## src/rtl/pwm_cfg_sequencer.sv

```systemverilog
// rtl/pwm_cfg_sequencer.sv - bus master that programs NCH PWM channel banks (duty, period, enable)
//
// Optional feature macro: PWM_CFG_READBACK_EN (adds a READ phase after every write and
// drives the sticky err flag on readback mismatch).
//
// Ports:
//   clk         system clock, rising edge
//   rst         asynchronous active-high reset
//   start       one-cycle request to begin a sequence (ignored unless idle)
//   cfg_enable  per-channel enable bits
//   cfg_period  packed per-channel periods, channel i at [i*DATA_W +: DATA_W]
//   cfg_duty    packed per-channel duties, same packing
//   rd_data     bus read data (readback build only)
//   adr, d_in   bus address / write data
//   cs, wr, rd  bus chip select / write strobe / read strobe
//   busy        sequence in progress
//   done        one-cycle pulse after the final access
//   err         sticky readback mismatch flag
module pwm_cfg_sequencer #(
   parameter int              NCH       = 2,
   parameter int              DATA_W    = 32,
   parameter int              ADDR_W    = 32,
   parameter longint unsigned BASE_ADDR = 0,
   parameter int              CH_STRIDE = 16,
   parameter int              HOLD      = 4
) (
   input  logic                  clk,
   input  logic                  rst,
   input  logic                  start,
   input  logic [NCH-1:0]        cfg_enable,
   input  logic [NCH*DATA_W-1:0] cfg_period,
   input  logic [NCH*DATA_W-1:0] cfg_duty,
   input  logic [DATA_W-1:0]     rd_data,
   output logic [ADDR_W-1:0]     adr,
   output logic                  cs,
   output logic                  wr,
   output logic                  rd,
   output logic [DATA_W-1:0]     d_in,
   output logic                  busy,
   output logic                  done,
   output logic                  err
);

   localparam int CH_W = (NCH > 1) ? $clog2(NCH) : 1;
   localparam int HC_W = (HOLD > 1) ? $clog2(HOLD) : 1;
   localparam logic [CH_W-1:0] LAST_CH = CH_W'(NCH - 1);
   localparam logic [HC_W-1:0] LAST_HC = HC_W'(HOLD - 1);

   localparam logic [2:0] S_IDLE  = 3'd0;
   localparam logic [2:0] S_WRITE = 3'd1;
`ifdef PWM_CFG_READBACK_EN
   localparam logic [2:0] S_READ  = 3'd2;
`endif
   localparam logic [2:0] S_GAP   = 3'd3;
   localparam logic [2:0] S_DONE  = 3'd4;

   logic [2:0]            state;
   logic [CH_W-1:0]       ch_idx;
   logic [1:0]            reg_idx;   // 0 = duty, 1 = period, 2 = enable
   logic [HC_W-1:0]       hold_cnt;
   logic [NCH-1:0]        snap_enable;
   logic [NCH*DATA_W-1:0] snap_period;
   logic [NCH*DATA_W-1:0] snap_duty;

   // Target of the next access to be loaded into adr/d_in. From IDLE the
   // snapshot is being captured on the same edge, so the first access is
   // computed straight from the cfg inputs.
   logic [CH_W-1:0]       ld_ch;
   logic [1:0]            ld_reg;
   logic [NCH-1:0]        src_enable;
   logic [NCH*DATA_W-1:0] src_period;
   logic [NCH*DATA_W-1:0] src_duty;
   logic [DATA_W-1:0]     ld_per;
   logic [DATA_W-1:0]     ld_duty;
   logic [DATA_W-1:0]     ld_data;
   logic [ADDR_W-1:0]     ld_off;
   logic [ADDR_W-1:0]     ld_adr;
   logic                  last_access;

   always_comb begin
      ld_ch      = '0;
      ld_reg     = 2'd0;
      src_enable = snap_enable;
      src_period = snap_period;
      src_duty   = snap_duty;
      if (state == S_IDLE) begin
         src_enable = cfg_enable;
         src_period = cfg_period;
         src_duty   = cfg_duty;
      end else if (reg_idx == 2'd2) begin
         ld_ch  = ch_idx + 1'b1;
         ld_reg = 2'd0;
      end else begin
         ld_ch  = ch_idx;
         ld_reg = reg_idx + 1'b1;
      end

      ld_per  = src_period[int'(ld_ch)*DATA_W +: DATA_W];
      ld_duty = (src_duty[int'(ld_ch)*DATA_W +: DATA_W] > ld_per) ?
                ld_per : src_duty[int'(ld_ch)*DATA_W +: DATA_W];

      case (ld_reg)
         2'd0: begin
            ld_off  = ADDR_W'(8);
            ld_data = ld_duty;
         end
         2'd1: begin
            ld_off  = ADDR_W'(4);
            ld_data = ld_per;
         end
         default: begin
            // A zero period would leave the channel running with no valid
            // cycle, so it is never enabled.
            ld_off  = '0;
            ld_data = (ld_per == '0) ? '0 : DATA_W'(src_enable[ld_ch]);
         end
      endcase

      ld_adr = ADDR_W'(BASE_ADDR) + ADDR_W'(CH_STRIDE) * ADDR_W'(ld_ch) + ld_off;
   end

   assign last_access = (ch_idx == LAST_CH) && (reg_idx == 2'd2);

   assign cs   = (state == S_WRITE)
`ifdef PWM_CFG_READBACK_EN
              || (state == S_READ)
`endif
              ;
   assign wr   = (state == S_WRITE);
   assign busy = cs || (state == S_GAP);
   assign done = (state == S_DONE);

`ifdef PWM_CFG_READBACK_EN
   logic err_q;
   assign rd  = (state == S_READ);
   assign err = err_q;
`else
   logic unused_rd_data;
   assign unused_rd_data = ^rd_data;
   assign rd  = 1'b0;
   assign err = 1'b0;
`endif

   always_ff @(posedge clk or posedge rst) begin
      if (rst) begin
         state       <= S_IDLE;
         ch_idx      <= '0;
         reg_idx     <= 2'd0;
         hold_cnt    <= '0;
         adr         <= '0;
         d_in        <= '0;
         snap_enable <= '0;
         snap_period <= '0;
         snap_duty   <= '0;
`ifdef PWM_CFG_READBACK_EN
         err_q       <= 1'b0;
`endif
      end else begin
         case (state)
            S_IDLE: begin
               if (start) begin
                  snap_enable <= cfg_enable;
                  snap_period <= cfg_period;
                  snap_duty   <= cfg_duty;
                  ch_idx      <= '0;
                  reg_idx     <= 2'd0;
                  hold_cnt    <= '0;
                  adr         <= ld_adr;
                  d_in        <= ld_data;
`ifdef PWM_CFG_READBACK_EN
                  err_q       <= 1'b0;
`endif
                  state       <= S_WRITE;
               end
            end
            S_WRITE: begin
               if (hold_cnt == LAST_HC) begin
                  hold_cnt <= '0;
`ifdef PWM_CFG_READBACK_EN
                  state    <= S_READ;
`else
                  state    <= S_GAP;
`endif
               end else begin
                  hold_cnt <= hold_cnt + 1'b1;
               end
            end
`ifdef PWM_CFG_READBACK_EN
            S_READ: begin
               if (hold_cnt == LAST_HC) begin
                  // d_in still holds the value just written.
                  if (rd_data != d_in) err_q <= 1'b1;
                  hold_cnt <= '0;
                  state    <= S_GAP;
               end else begin
                  hold_cnt <= hold_cnt + 1'b1;
               end
            end
`endif
            S_GAP: begin
               if (last_access) begin
                  state <= S_DONE;
               end else begin
                  ch_idx  <= ld_ch;
                  reg_idx <= ld_reg;
                  adr     <= ld_adr;
                  d_in    <= ld_data;
                  state   <= S_WRITE;
               end
            end
            S_DONE:  state <= S_IDLE;
            default: state <= S_IDLE;
         endcase
      end
   end

endmodule

```

## config.mk

```make
export PLATFORM = sky130hd
export DESIGN_NAME = pwm_cfg_sequencer
export DESIGN_NICKNAME = d
export VERILOG_FILES = /design/src/rtl/pwm_cfg_sequencer.sv
export SDC_FILE = /design/constraint.sdc
export NUM_CORES = 1
export LEC_CHECK = 0
export CORE_MARGIN = 2
export CORE_UTILIZATION = 54
export DETAILED_ROUTE_END_ITERATION = 12
export GPL_ROUTABILITY_DRIVEN = 1
export PLACE_DENSITY = 0.87
export SLEW_MARGIN = 20
export SYNTH_ARGS = -nofsm -noshare
export SYNTH_HDL_FRONTEND = slang
export SYNTH_SLANG_ARGS = --single-unit
```

## constraint.sdc

```tcl
create_clock -name clk -period 19.2 [get_ports clk]
set_input_delay 5.76 -clock clk [delete_from_list [all_inputs] [get_ports clk]]
set_output_delay 5.76 -clock clk [all_outputs]
set_load 0.1 [all_outputs]
```

==> summary.md <==
| Metric | Value |
|---|---|
| Synthesized instance count | `between 800 and 900` |
| CORE AREA | `around 17000 um2` |
| Top-area cell type share of the netlist area | `0.466` |
| TritonCTS clock tree | `done` |
| Total Wirelength | `around 24000 um` |
| Worst-margin pin slew | `1.05 ns` |
| Top cells by area, synth | `dfrtp_1 (47%), mux2_2 (16%), mux2i_1 (7.2%)` |
| Site Rows | `between 40 and 50` |
| Adder-cell area share of the yosys netlist | `0.0458` |
| Antenna Cells | `0` |
| Post-route minimum period | `roughly 9.0 ns` |
| P_leak | `about 5.0 nW` |
| Syn-to-layout area delta | `24.9%` |
| Synthesized area | `~9300 um2` |
| GR Util All Layers | `0.266` |
| Hold Crit Class | `register to register` |
| Synth Area in XOR/XNOR | `0` |
| Synth Register Bits | `around 170` |
| Antenna-violating nets left | `0` |
| Initial core utilization | `0.556` |
| TNS Setup | `0 ns` |
| Peak supply drop | `between 0.00015 and 0.0002 V` |
| Root buf cell | `clkbuf_16` |
| CP startpoint kind | `primary input` |
| Final period utilization | `0.468` |
| Post-synth EDFFs | `0` |
| Max Cap Viol | `0` |
| Status | `completed` |
| Die W | `between 100 and 150 um` |
| Synth warn | `0` |
| Synth Area in Simple Gates | `0.142` |
| GR Overflow Total | `0` |
| DRT iter0 DRCs | `546` |
| Antenna violations before repair | `0` |
| Remaining DRCs | `0` |
| Die Y | `roughly 140 um` |
| Clk slew on worst S/H paths | `0.06 ns` |
| Critical path class | `primary input to register` |
| Synth area leader | `dfrtp_1` |
| First-pass GRT wire length | `between 30000 and 40000 um` |
| Synth Flop Type | `dfrtp_1` |
| Clk_skew | `about 0.011 ns` |
| Max Fclk | `roughly 0.11 GHz` |
| Gpl congestion | `about 0.87` |
| Power per Cell Area | `between 150 and 200 nW/um2` |
| Num CTS Buffers | `17` |
| TritonRoute pass-1 iters | `7` |
| Wire per inst | `approximately 19 um` |
| Placed insts | `approximately 1200` |
| Async SR Flop Fraction | `1.00` |
| Register area share after synthesis | `0.466` |
| Endpoints failing setup | `0` |
| Crit path DAT | `between 9 and 10 ns` |
| Largest net degree at the start of global routing | `96` |
| Post_cts resized | `0` |
| Cell variety after synth | `45` |
| Number of global-route vias before repair | `between 7000 and 8000` |
| Slew headroom | `0.301` |
| Crit end category | `register` |
| Worst EP required | `approximately 20 ns` |
| Main combinational cell family by area after synthesis | `multiplexers` |
| Hold Buf Count CTS | `0` |
| Post-synthesis mux area share | `0.230` |
| # port buffers | `171` |
| Post-CTS Setup Inserts | `0` |
| # nets final | `roughly 1200` |
| Worst skew pair latency | `0.42 ns` |
| Die ar. | `18300 um2` |
| CTS max path bufs | `2` |
| Max Slew Vio Count | `0` |
| Compound-gate portion of the synthesized area | `0.0631` |
| RSZ-0062 raised after global routing | `false` |
| Via density | `approximately 5.8` |
| H-tree levels | `4` |
| Syn Area/Cell | `around 11 um2` |
| Vias | `between 7000 and 8000` |
| CTS Sinks | `173` |
| CP max FO | `62` |
| Final hold viol count | `0` |
| I/O pin total | `235` |
| Layout cell share with drive strength beyond 1 | `0.197` |
| Final std cells w/o fill | `roughly 1200` |
| Sum of net half-perimeters after detailed placement | `16700 um` |
[final cells by class]
class	count	area [um2]
sequential	173	4330
clock inverter	9	108
clock buffer	23	488
inverter	2	12.5
multi-input combinational	623	4610
timing repair buffer	178	1770
tap	220	275
fill	1267	5110
[where the power goes]
part	switching, mW	leakage (nW)	internal [mW]
logic	0.797	2.59	0.447
registers	0.0934	2.16	0.519
clock network	0.141	0.290	0.206
total	1.03	5.04	1.17
[registers in the layout, summed over array words and instances (netlist names)]
name         flops
state            3
hold_cnt         2
reg_idx          2
snap_period     64
snap_duty       64
snap_enable      2
ch_idx           1
adr              3
d_in            32
[critical path, stage by stage]
cell and delay, ns:
clkdlybuf4s50_1 0.43, a21oi_1 0.54, ha_1 0.37, nand4_1 0.19, nor2_1 0.07, a221o_1 0.30
o311ai_1 0.32, and3b_2 0.91, or3b_2 0.25, nand3_1 0.08
[through the flow]
step	setup slack, ns	total power [mW]	area (um2)	hold WS, ns	util
floorplan	8.75	1.52	9390	0.459	-
global placement	9.93	1.79	11000	0.458	0.658
detailed placement	9.84	1.85	11000	0.466	0.658
CTS	10.29	2.20	11600	0.481	0.694
global route	9.98	2.34	11600	0.501	0.694
finish	10.22	2.20	11600	0.482	0.694
[synthesized netlist by cell type, drive strengths merged, types with 2 or more instances]
cell type / number
dfrtp: 173
mux2: 130
nand2: 79
mux2i: 67
nand3: 67
buf: 53
a21oi: 49
nor2: 40
o21ai: 40
clkbuf: 34
ha: 34
or3b: 31
nand4: 13
nor4: 5
nor3: 4
a21o: 3
a221o: 3
nand2b: 3
nor2b: 3
a22o: 2
and2: 2
inv: 2
o41ai: 2
or3: 2
[cell usage in the layout (no fill, tap or decap), drive strengths merged, types with 3 or more instances in the layout]
cell           instances
a21o                   3
a21oi                 49
a221o                  3
buf                    7
clkbuf                23
clkdlybuf4s50        171
clkinv                 4
conb                  31
dfrtp                173
ha                    34
inv                    3
mux2                 130
mux2i                 67
nand2                 79
nand2b                 3
nand3                 67
nand4                 13
nor2                  40
nor2b                  3
nor3                   4
nor4                   5
o21ai                 40
or3b                  31
[path summary, 6_finish.rpt]
path	cells after the start	slack, ns	from	to
max	10	10.22	cfg_period[15]	d_in[28]
min	2	0.48	d_in[16]	d_in[16]
max reg2reg	14	13.67	reg_idx[0]	d_in[28]
min reg2reg	2	0.48	d_in[16]	d_in[16]
max in group asynchronous	3	12.03	rst	d_in[7]
min in group asynchronous	2	5.87	rst	snap_duty[37]
[kinds of logic (layout without fill, tap and decap cells)]
| logic type | count (synthesis) | count (layout) |
|---|---|---|
| AO/OA/AOI/OAI | 105 | 105 |
| buffers and inverters | 89 | 212 |
| other | 1 | 31 |
| AND/OR/NAND/NOR | 256 | 256 |
| adder cells (fa/ha/maj) | 34 | 34 |
| multiplexers | 197 | 197 |
| flip-flops | 173 | 173 |
[layer usage]
metal	wire, um	GRT usage
met5	0	0
met4	541	0.0752
met3	1620	0.0661
met2	12100	0.472
met1	9630	0.322
Power figures use the tool's default switching activity.
